File: src/rtl/telemetry_sequencer_if.sv
// Telemetry frame stream between the sequencer and the downstream link.
// The master drives the frame and valid; the slave returns ready.
interface telemetry_sequencer_if #(
    parameter int W     = 8,
    parameter int SEQ_W = 8
) ();
    logic             out_valid;
    logic             out_ready;
    logic [W-1:0]     out_x;
    logic [W-1:0]     out_y;
    logic [W-1:0]     out_z;
    logic [W:0]       out_vx;
    logic [W:0]       out_vy;
    logic [W:0]       out_vz;
    logic [SEQ_W-1:0] out_seq;
    logic             out_first;

    modport master (
        output out_valid,
        output out_x,
        output out_y,
        output out_z,
        output out_vx,
        output out_vy,
        output out_vz,
        output out_seq,
        output out_first,
        input  out_ready
    );

    modport slave (
        input  out_valid,
        input  out_x,
        input  out_y,
        input  out_z,
        input  out_vx,
        input  out_vy,
        input  out_vz,
        input  out_seq,
        input  out_first,
        output out_ready
    );
endinterface

File: src/rtl/telemetry_sequencer.sv
// Periodic X/Y/Z sampler: strobes the coordinate registers, captures them, derives
// per-axis velocity and offers one frame at a time on a valid/ready stream.
module telemetry_sequencer #(
    parameter int W     = 8,
    parameter int CNT_W = 16,
    parameter int SEQ_W = 8
) (
    input  logic                  clk,
    input  logic                  rst_n,
    input  logic                  i_en,
    input  logic [CNT_W-1:0]      i_period,
    output logic                  o_coord_load,
    input  logic [W-1:0]          i_coord_x,
    input  logic [W-1:0]          i_coord_y,
    input  logic [W-1:0]          i_coord_z,
    telemetry_sequencer_if.master tlm,
    output logic [SEQ_W-1:0]      o_overrun_cnt,
    output logic                  o_busy
);

    typedef enum logic [2:0] {
        S_IDLE    = 3'd0,
        S_WAIT    = 3'd1,
        S_LOAD    = 3'd2,
        S_CAPTURE = 3'd3,
        S_SEND    = 3'd4
    } state_t;

    state_t           r_state;
    state_t           w_state_next;

    logic [CNT_W-1:0] r_cnt;
    logic [CNT_W-1:0] w_period_eff;
    logic             w_running;
    logic             w_tick;
    logic             w_handshake;
    logic             w_overrun;
    logic             w_to_idle;

    logic             w_coord_load;
    logic             w_out_valid;
    logic             w_busy;

    logic             r_first;
    logic [W-1:0]     r_prev_x;
    logic [W-1:0]     r_prev_y;
    logic [W-1:0]     r_prev_z;
    logic [W:0]       w_vx;
    logic [W:0]       w_vy;
    logic [W:0]       w_vz;

    logic [W-1:0]     r_out_x;
    logic [W-1:0]     r_out_y;
    logic [W-1:0]     r_out_z;
    logic [W:0]       r_out_vx;
    logic [W:0]       r_out_vy;
    logic [W:0]       r_out_vz;
    logic [SEQ_W-1:0] r_out_seq;
    logic             r_out_first;

    logic [SEQ_W-1:0] r_seq;
    logic [SEQ_W-1:0] r_overrun_cnt;

    // A programmed period of zero behaves exactly like a period of one.
    assign w_period_eff = (i_period == '0) ? CNT_W'(1) : i_period;
    assign w_running    = (r_state != S_IDLE);
    assign w_tick       = w_running && (r_cnt >= (w_period_eff - CNT_W'(1)));
    assign w_handshake  = (r_state == S_SEND) && tlm.out_ready;
    assign w_overrun    = w_tick && (r_state inside {S_LOAD, S_CAPTURE, S_SEND});
    assign w_to_idle    = w_running && (w_state_next == S_IDLE);

    assign w_vx = {1'b0, i_coord_x} - {1'b0, r_prev_x};
    assign w_vy = {1'b0, i_coord_y} - {1'b0, r_prev_y};
    assign w_vz = {1'b0, i_coord_z} - {1'b0, r_prev_z};

    // NOTE: reset is sampled on the clock edge, so it lives only inside always_ff @(posedge clk).
    always_ff @(posedge clk) begin
        if (!rst_n) begin
            r_state <= S_IDLE;
        end else begin
            // NOTE: sequential state uses <= so every flop samples pre-edge values.
            r_state <= w_state_next;
        end
    end

    always_comb begin
        // NOTE: default first; every path then assigns, so no latch is inferred.
        w_state_next = r_state;
        case (r_state)
            S_IDLE: begin
                if (i_en) w_state_next = S_WAIT;
            end
            S_WAIT: begin
                if (!i_en)       w_state_next = S_IDLE;
                else if (w_tick) w_state_next = S_LOAD;
            end
            S_LOAD:    w_state_next = S_CAPTURE;
            S_CAPTURE: w_state_next = S_SEND;
            S_SEND: begin
                if (tlm.out_ready) w_state_next = i_en ? S_WAIT : S_IDLE;
            end
            default:   w_state_next = S_IDLE;
        endcase
    end

    always_comb begin
        w_coord_load = 1'b0;
        w_out_valid  = 1'b0;
        w_busy       = 1'b1;
        case (r_state)
            S_IDLE:  w_busy       = 1'b0;
            S_LOAD:  w_coord_load = 1'b1;
            S_SEND:  w_out_valid  = 1'b1;
            default: ;
        endcase
    end

    // The period counter free-runs across a frame so the sample cadence never slips.
    always_ff @(posedge clk) begin
        if (!rst_n) begin
            r_cnt <= '0;
        end else if (!w_running || w_to_idle) begin
            r_cnt <= '0;
        end else if (w_tick) begin
            r_cnt <= '0;
        end else begin
            r_cnt <= r_cnt + CNT_W'(1);
        end
    end

    always_ff @(posedge clk) begin
        if (!rst_n) begin
            r_first <= 1'b1;
        end else if (w_to_idle) begin
            r_first <= 1'b1;
        end else if (r_state == S_CAPTURE) begin
            r_first <= 1'b0;
        end
    end

    // Frame fields change only in CAPTURE, which keeps them stable through SEND.
    always_ff @(posedge clk) begin
        if (!rst_n) begin
            r_out_x     <= '0;
            r_out_y     <= '0;
            r_out_z     <= '0;
            r_out_vx    <= '0;
            r_out_vy    <= '0;
            r_out_vz    <= '0;
            r_out_seq   <= '0;
            r_out_first <= 1'b0;
            r_prev_x    <= '0;
            r_prev_y    <= '0;
            r_prev_z    <= '0;
        end else if (r_state == S_CAPTURE) begin
            r_out_x     <= i_coord_x;
            r_out_y     <= i_coord_y;
            r_out_z     <= i_coord_z;
            r_out_vx    <= r_first ? '0 : w_vx;
            r_out_vy    <= r_first ? '0 : w_vy;
            r_out_vz    <= r_first ? '0 : w_vz;
            r_out_seq   <= r_seq;
            r_out_first <= r_first;
            r_prev_x    <= i_coord_x;
            r_prev_y    <= i_coord_y;
            r_prev_z    <= i_coord_z;
        end
    end

    always_ff @(posedge clk) begin
        if (!rst_n) begin
            r_seq <= '0;
        end else if (w_handshake) begin
            r_seq <= r_seq + SEQ_W'(1);
        end
    end

    always_ff @(posedge clk) begin
        if (!rst_n) begin
            r_overrun_cnt <= '0;
        end else if (w_overrun && (r_overrun_cnt != '1)) begin
            r_overrun_cnt <= r_overrun_cnt + SEQ_W'(1);
        end
    end

    assign o_coord_load  = w_coord_load;
    assign o_busy        = w_busy;
    assign o_overrun_cnt = r_overrun_cnt;

    assign tlm.out_valid = w_out_valid;
    assign tlm.out_x     = r_out_x;
    assign tlm.out_y     = r_out_y;
    assign tlm.out_z     = r_out_z;
    assign tlm.out_vx    = r_out_vx;
    assign tlm.out_vy    = r_out_vy;
    assign tlm.out_vz    = r_out_vz;
    assign tlm.out_seq   = r_out_seq;
    assign tlm.out_first = r_out_first;

endmodule

File: src/flat_wrapper.sv
// flat-port wrapper written by rule: the top's interface ports become plain ports
module telemetry_sequencer_flat 
#(
    parameter int W     = 8,
    parameter int CNT_W = 16,
    parameter int SEQ_W = 8
)
  (clk, rst_n, i_en, i_period, o_coord_load, i_coord_x, i_coord_y, i_coord_z, o_overrun_cnt, o_busy, tlm_out_valid, tlm_out_x, tlm_out_y, tlm_out_z, tlm_out_vx, tlm_out_vy, tlm_out_vz, tlm_out_seq, tlm_out_first, tlm_out_ready);
  telemetry_sequencer_if #(.W(W), .SEQ_W(SEQ_W)) tlm_i ();
  input  logic clk;
  input  logic rst_n;
  input  logic i_en;
  input  logic [CNT_W-1:0] i_period;
  output logic o_coord_load;
  input  logic [W-1:0] i_coord_x;
  input  logic [W-1:0] i_coord_y;
  input  logic [W-1:0] i_coord_z;
  output logic [SEQ_W-1:0] o_overrun_cnt;
  output logic o_busy;
  output wire logic [$bits(tlm_i.out_valid)-1:0] tlm_out_valid;
  output wire logic [$bits(tlm_i.out_x)-1:0] tlm_out_x;
  output wire logic [$bits(tlm_i.out_y)-1:0] tlm_out_y;
  output wire logic [$bits(tlm_i.out_z)-1:0] tlm_out_z;
  output wire logic [$bits(tlm_i.out_vx)-1:0] tlm_out_vx;
  output wire logic [$bits(tlm_i.out_vy)-1:0] tlm_out_vy;
  output wire logic [$bits(tlm_i.out_vz)-1:0] tlm_out_vz;
  output wire logic [$bits(tlm_i.out_seq)-1:0] tlm_out_seq;
  output wire logic [$bits(tlm_i.out_first)-1:0] tlm_out_first;
  input wire logic [$bits(tlm_i.out_ready)-1:0] tlm_out_ready;
  assign tlm_out_valid = tlm_i.out_valid;
  assign tlm_out_x = tlm_i.out_x;
  assign tlm_out_y = tlm_i.out_y;
  assign tlm_out_z = tlm_i.out_z;
  assign tlm_out_vx = tlm_i.out_vx;
  assign tlm_out_vy = tlm_i.out_vy;
  assign tlm_out_vz = tlm_i.out_vz;
  assign tlm_out_seq = tlm_i.out_seq;
  assign tlm_out_first = tlm_i.out_first;
  assign tlm_i.out_ready = tlm_out_ready;
  telemetry_sequencer #(.W(W), .CNT_W(CNT_W), .SEQ_W(SEQ_W)) u_core (.clk(clk), .rst_n(rst_n), .i_en(i_en), .i_period(i_period), .o_coord_load(o_coord_load), .i_coord_x(i_coord_x), .i_coord_y(i_coord_y), .i_coord_z(i_coord_z), .tlm(tlm_i), .o_overrun_cnt(o_overrun_cnt), .o_busy(o_busy));
endmodule
File: config.mk
export PLATFORM = sky130hd
export DESIGN_NAME = telemetry_sequencer_flat
export DESIGN_NICKNAME = d
export VERILOG_FILES = /design/src/rtl/telemetry_sequencer_if.sv /design/src/rtl/telemetry_sequencer.sv /design/src/flat_wrapper.sv
export SDC_FILE = /design/constraint.sdc
export NUM_CORES = 1
export LEC_CHECK = 0
export ABC_CLOCK_PERIOD_IN_PS = 4600
export BUFFER_PORTS_ARGS = -buffer_cell sky130_fd_sc_hd__buf_2
export CAP_MARGIN = 0
export CORE_AREA = 2 2 72 143
export DETAILED_ROUTE_END_ITERATION = 10
export DIE_AREA = 0 0 74 145
export PLACE_DENSITY = 0.79
export SETUP_SLACK_MARGIN = 0.4
export SLEW_MARGIN = 20
export SYNTH_ARGS = -nofsm -noshare
export SYNTH_HDL_FRONTEND = slang
export SYNTH_SLANG_ARGS = --single-unit
File: constraint.sdc
create_clock -name clk -period 4.6 [get_ports clk]
set_input_delay 0 -clock clk [delete_from_list [all_inputs] [get_ports clk]]
set_output_delay 0 -clock clk [all_outputs]
set_load 0.01 [all_outputs]
==> results of run 1 <==
## Yosys cell counts, types with 6 or more instances
| master | count | area, sq um |
|---|---|---|
| nor3_1 | 17 | 85.1 |
| a21oi_1 | 73 | 365 |
| xnor2_1 | 27 | 236 |
| nor2_1 | 69 | 259 |
| xor2_1 | 19 | 166 |
| nand2_1 | 101 | 379 |
| and3_1 | 8 | 50.1 |
| nand3_1 | 16 | 80.1 |
| nor2b_1 | 12 | 75.1 |
| o21ai_0 | 18 | 90.1 |
| nand4_1 | 8 | 50.1 |
| ha_1 | 44 | 551 |
| a32o_1 | 6 | 60.1 |
| a22oi_1 | 6 | 45.0 |
| dfxtp_1 | 96 | 1920 |
| a21o_1 | 6 | 45.0 |
| buf_2 | 7 | 35.0 |
| clkbuf_1 | 20 | 75.1 |
| inv_1 | 34 | 128 |
## final cells by class
type	instances	area share, %
repair buffers	142	13.1
well taps	132	2.57
clock buffers	10	3.72
flip-flops and latches	96	29.9
multi-input cells	491	47.6
clock inverters	6	1.05
inverters	35	2.05
## layer usage
layer	wire length (um)	global-route usage, %
met5	0	0
met4	527	11.9
met1	5120	27.0
met2	7300	47.3
met3	598	6.11
## state kept, by name (all words and copies together) (netlist names)
name,count
u_core.tlm.out_x,8
u_core.tlm.out_vy,9
u_core.r_cnt,16
u_core.tlm.out_vx,9
u_core.o_overrun_cnt,8
u_core.tlm.out_y,8
u_core.tlm.out_first,1
u_core.r_state,3
u_core.tlm.out_seq,8
u_core.tlm.out_vz,9
u_core.tlm.out_z,8
u_core.r_seq,8
u_core.r_first,1
## worst paths after layout
check / startpoint / endpoint / slack, ns / cells after the start
worst max-delay path: i_period[7] / u_core.r_cnt[1]$_SDFF_PP0_ / 0.78 / 18
worst min-delay path: rst_n / u_core.o_overrun_cnt[6]$_SDFFE_PN0P_ / 0.08 / 2
worst max register to register: u_core.r_cnt[2]$_SDFF_PP0_ / u_core.r_cnt[1]$_SDFF_PP0_ / 1.99 / 7
worst min register to register: u_core.tlm.out_seq[6]$_SDFFE_PN0P_ / u_core.tlm.out_seq[6]$_SDFFE_PN0P_ / 0.45 / 2
## kinds of logic after synthesis
kind of cell,synth area share (%)
and+or+nand+nor,23.5
adders and majority gates,11.7
muxes,0.575
buffers and inverters,4.70
AOI/OAI and AO/OA,15.0
xor gates and xnor gates,7.72
DFF,36.8
## through the flow
stage / power, mW / std cells / setup WS, ns / instance area [sq um] / hold slack, ns
final: 1.75 / 912 / 0.780 / 6420 / 0.0850
after global routing: 1.81 / 912 / 0.409 / 6420 / 0.0989
after CTS: 1.76 / 912 / 0.760 / 6420 / 0.0792
after detailed placement: 0.987 / 871 / 0.409 / 5870 / 0.261
after global placement: 0.982 / 871 / 0.637 / 5870 / 0.251
after floorplan: 0.938 / 650 / 1.38 / 5220 / 0.136
## worst max-delay path: cells and delay by family
family                   cells  cell delay (ns)
AND/OR/NAND/NOR             11             2.57
AO/OA/AOI/OAI                3             0.66
adder cells (fa/ha/maj)      2             0.50
XOR/XNOR                     1             0.23
buffers and inverters        1             0.12
## power groups by stage
stage | Sequential (mW) | Combinational, mW | Clock (mW)
after floorplan | 0.851 | 0.0868 | 0
after global placement | 0.852 | 0.130 | 0
after detailed placement | 0.853 | 0.134 | 0
after CTS | 0.833 | 0.153 | 0.773
after global routing | 0.833 | 0.168 | 0.803
final | 0.833 | 0.154 | 0.765
==> flow_summary.ini, run 1 <==
[floorplan]
dieHeight_um = 145
core_sq_mm = 0.00964
die_area_sq_mm = 0.0107
die_width_um = 74
io-pin-count = 115
row_count = 51
start_util_pct = 54.2

[run_status]
status = finished, final reports clean

[final_layout]
antenna_cells = 0
fillerInstances = 779
nets = 866
register_area_sq_mm = 0.00192
fin_util_pct = 66.7
most-common-layout-cells = buf_2, nand2_1, dfxtp_1
multi_input_area_sq_mm = 0.00305
layout_commonest_cell = buf_2
drive_above_1_share_pct = 18.5
area_delta_synth_final_pct = 23.1

[clock_network]
cts_num_sinks = 96
root_buffer = clkbuf_16
cts.htree.levels = 3
cts_setup_buffers = 0
cts_tree = yes
clock_latency_ns = 0.34
post_cts_resized = 0
cts_buffer_depth = 2
cts_hold_buf = 25
numCtsBuffers = 9
clkTransAtPathRegs_ns = 0.07

[detailed_routing]
drt_iter0_markers = 222
wl_um = 13600
wl_per_cell_um = 14.9
via_count = 4963
dr.pass1.iters = 4
route.detailed.drc = 0
avgViaCountPerCell = 5.44
ant_nets = 0

[sta]
rsz0062_at_grt = no
worst_pin_slew_ns = 0.796
timing.setup.tns_ns = 0
finalCriticalPeriod_ns = 3.82
drv_slew = 0
slew_headroom_pct = 46.5
finalHoldViolCount = 0
final.setup_skew_ns = 0.00860
clock.fmax_mhz = 262
setup_viol = 0
post-route-period-util_pct = 83.1

[power]
powerDensity_mw_per_mm2 = 273
switching_share_pct = 23.5
power_frac_comb_pct = 8.8
clkPwrFrac_pct = 43.7
p_int_mw = 1.34
static-leakage-power_nw = 2.62
p_switching_mw = 0.412
power_frac_seq_pct = 47.6
vdd_ir_drop_max_mv = 0.238

[yosys]
synth_cell_type_count = 53
synthCells = 650
syn_area_sq_mm = 0.00522
syn-num-nets = 741
synth-main-ff-cell = dfxtp_1
syn_avg_cell_area_sq_um = 8.03
synth_edf_count = 0
synth-seq-cells = 96
yosysWarnings = 0
yosysSeqAreaShare_pct = 36.8
async_reset_ff_share_pct = 0

[worst_setup_path]
critPathLaunchType = input port
crit_chain = buf_2, or4_4, nor4_4, nand2_2, or3_4, nor2_2, nor2_1, ha_1, nand2_1, nor2_1, xnor2_1, ha_1, nand2_1, o21ai_0, a21oi_1, o21a_1, nand3_1, nor2_1
cp.required_ns = 4.86
worst_path_most_repeated_cell = nor2_1
worstSetupPathType = in -> reg
cpMaxStageDelayCell = or4_4
worstPathArrival_ns = 4.08
crit_fanout = 17
cpPeakStageDelay_ns = 0.56
worst_setup_path_end_kind = flop

[global_routing]
grt_max_degree = 49
grt-ovfl-total = 0
antenna_found_initial = 0
grt_first_pass_wirelength_um = 22500
track_usage_pct = 26.1
grt_pass1_vias = 5018

[placed_design]
io_buffer_count = 114
gp_congestion = 0.828
dp_hpwl_um = 9760

[hold_path]
hold_path.class = in -> reg

[flow_run]
max_cap_violations = 0
(Power assumes the default switching activity.)
==> run 2, diff against run 1 <==
--- a/config.mk
+++ b/config.mk
@@ -5,13 +5,13 @@
 export SDC_FILE = /design/constraint.sdc
 export NUM_CORES = 1
 export LEC_CHECK = 0
-export ABC_CLOCK_PERIOD_IN_PS = 4600
+export ABC_CLOCK_PERIOD_IN_PS = 3500
 export BUFFER_PORTS_ARGS = -buffer_cell sky130_fd_sc_hd__buf_2
 export CAP_MARGIN = 0
-export CORE_AREA = 2 2 72 143
+export CORE_AREA = 2 2 76 151
 export DETAILED_ROUTE_END_ITERATION = 10
-export DIE_AREA = 0 0 74 145
-export PLACE_DENSITY = 0.79
+export DIE_AREA = 0 0 78 153
+export PLACE_DENSITY = 0.75
 export SETUP_SLACK_MARGIN = 0.4
 export SLEW_MARGIN = 20
 export SYNTH_ARGS = -nofsm -noshare
==> constraint.sdc (replaced) <==
create_clock -name clk -period 3.5 [get_ports clk]
set_input_delay 0 -clock clk [delete_from_list [all_inputs] [get_ports clk]]
set_output_delay 0 -clock clk [all_outputs]
set_load 0.01 [all_outputs]
==> flow_summary.ini, run 2 (synthesis results as in run 1) <==
[run_status]
status = finished, final reports clean

[detailed_routing]
wl_um = 14100
wl_per_cell_um = 15.1
drt_iter0_markers = 144
via_count = 5052
avgViaCountPerCell = 5.43
dr.pass1.iters = 5
route.detailed.drc = 0
ant_nets = 0

[power]
p_int_mw = 1.75
power_frac_comb_pct = 9.5
power_frac_seq_pct = 47.9
switching_share_pct = 23.5
powerDensity_mw_per_mm2 = 344
vdd_ir_drop_max_mv = 0.321
p_switching_mw = 0.538
clkPwrFrac_pct = 42.6
static-leakage-power_nw = 2.72

[global_routing]
track_usage_pct = 23.6
grt-ovfl-total = 0
grt_pass1_vias = 5043
antenna_found_initial = 0
grt_max_degree = 39
grt_first_pass_wirelength_um = 22900

[floorplan]
start_util_pct = 48.3
row_count = 54
dieHeight_um = 153
core_sq_mm = 0.0108
io-pin-count = 115
die_width_um = 78
die_area_sq_mm = 0.0119

[final_layout]
top_register = u_core.r_cnt
largest_register_ffs = 16
fin_util_pct = 61.4
nets = 876
area_delta_synth_final_pct = 27.2
fillerInstances = 954
drive_above_1_share_pct = 21.9
most-common-layout-cells = buf_2, nand2_1, dfxtp_1
fin_area_sq_mm = 0.00664
layout_commonest_cell = buf_2
antenna_cells = 0

[worst_setup_path]
reg2regPathDepth = 9
cpMaxStageDelayCell = or4_4
path_delay_family = simple AND/OR/NAND/NOR gates
worstSetupPathType = in -> reg
r2r_end = u_core.tlm.out_vx[8]$_SDFFE_PN0P_
crit_end = u_core.o_overrun_cnt[7]$_SDFFE_PN0P_
crit_fanout = 5
crit_buf_inv = 1
cpPeakStageDelay_ns = 0.56
worstPathArrival_ns = 3.35
rr_startpoint = u_core.tlm.out_x[0]$_SDFFE_PN0P_
cp-startpoint = i_period[7]
critPathLaunchType = input port
crit_chain = buf_6, or4_4, nor4_4, nand2_2, or3_4, nor2_4, nor2_4, ha_4, nand2_4, nor2_1, xnor2_1, ha_1, nand2_1, nor2_1, nand2_2, o21a_4, or4_4, a21oi_2
cp.required_ns = 3.77
cp.depth = 18
rrSetupSlack_ns = 1.22
worst_setup_path_end_kind = flop

[placed_design]
dp_hpwl_um = 9980
gp_congestion = 0.856
dpl_cell_area_sq_mm = 0.00594
io_buffer_count = 114

[sta]
worst_pin_slew_ns = 0.839
setup_viol = 0
clock.fmax_mhz = 325
rsz0062_at_grt = yes
finalHoldViolCount = 0
finalCriticalPeriod_ns = 3.08
post-route-period-util_pct = 87.9
final.setup_skew_ns = 0.00682
drv_slew = 0
slew_headroom_pct = 43.6

[clock_network]
numCtsBuffers = 9
cts.htree.levels = 3
clock_latency_ns = 0.34
clkTransAtPathRegs_ns = 0.07
cts_num_sinks = 96
cts_buffer_depth = 2
root_buffer = clkbuf_16
cts_tree = yes

[flow_run]
max_cap_violations = 0

[hold_path]
hold_path.class = in -> reg
run 2: cell types whose count changed in the layout (fill, tap and decap cells not counted), sizes merged:
cell,change
buf,+9
o21a,+1
run 2: layer usage:
metal	wire length [um]	vias to the layer above	GRT usage, %
li1	-	2493	-
met1	5320	2390	23.9
met2	7710	129	44.3
met3	475	40	4.13
met4	551	0	12.9
met5	0	-	0
run 2: repair_timing:
action,4_1_cts,5_1_grt
hold buffers,25,0
endpoints found under the setup margin,24,26
gates resized for setup,8,26
pin swaps,1,6
setup buffers,1,1
hold endpoints to repair,25,0
gates cloned,1,0
run 2: final cells by class:
type	count	area (sq um)	area share [%]
clock buffer	10	229	3.45
clock inverter	6	67.6	1.02
inverter	35	131	1.98
multi-input combinational	492	3190	48.0
sequential	96	1920	28.9
tap	140	175	2.64
timing repair buffer	151	927	14.0
run 2: per-stage QoR:
stage | hold WS, ns | cells | TNS, ns | worst slack (ns) | power [mW]
6_report | 0.120 | 930 | 0 | 0.424 | 2.29
5_1_grt | 0.135 | 930 | 0 | 0.287 | 2.38
4_1_cts | 0.0949 | 929 | 0 | 0.381 | 2.29
3_5_place_dp | 0.262 | 886 | -0.846 | -0.0711 | 1.30
3_3_place_gp | 0.252 | 886 | 0 | 0.0346 | 1.29
2_1_floorplan | 0.136 | 650 | 0 | 0.374 | 1.23
run 2: power by group through the flow:
stage	registers, mW	clock network (mW)	logic [mW]
2_1_floorplan	1.12	0	0.115
3_3_place_gp	1.12	0	0.172
3_5_place_dp	1.12	0	0.180
4_1_cts	1.10	0.993	0.204
5_1_grt	1.10	1.05	0.239
6_report	1.10	0.975	0.217
run 2: worst min path at each step:
stage | depth (start not counted) | from | slack [ns] | endpoint
floorplan | 2 | i_coord_x[1] | 0.14 | u_core.tlm.out_x[1]$_SDFFE_PN0P_
global placement | 3 | i_coord_x[0] | 0.25 | u_core.tlm.out_x[0]$_SDFFE_PN0P_
detailed placement | 3 | i_coord_z[0] | 0.26 | u_core.tlm.out_z[0]$_SDFFE_PN0P_
CTS | 4 | i_en | 0.09 | u_core.r_state[1]$_SDFF_PN0_
global route | 2 | rst_n | 0.13 | u_core.o_overrun_cnt[6]$_SDFFE_PN0P_
finish | 2 | rst_n | 0.12 | u_core.o_overrun_cnt[6]$_SDFFE_PN0P_
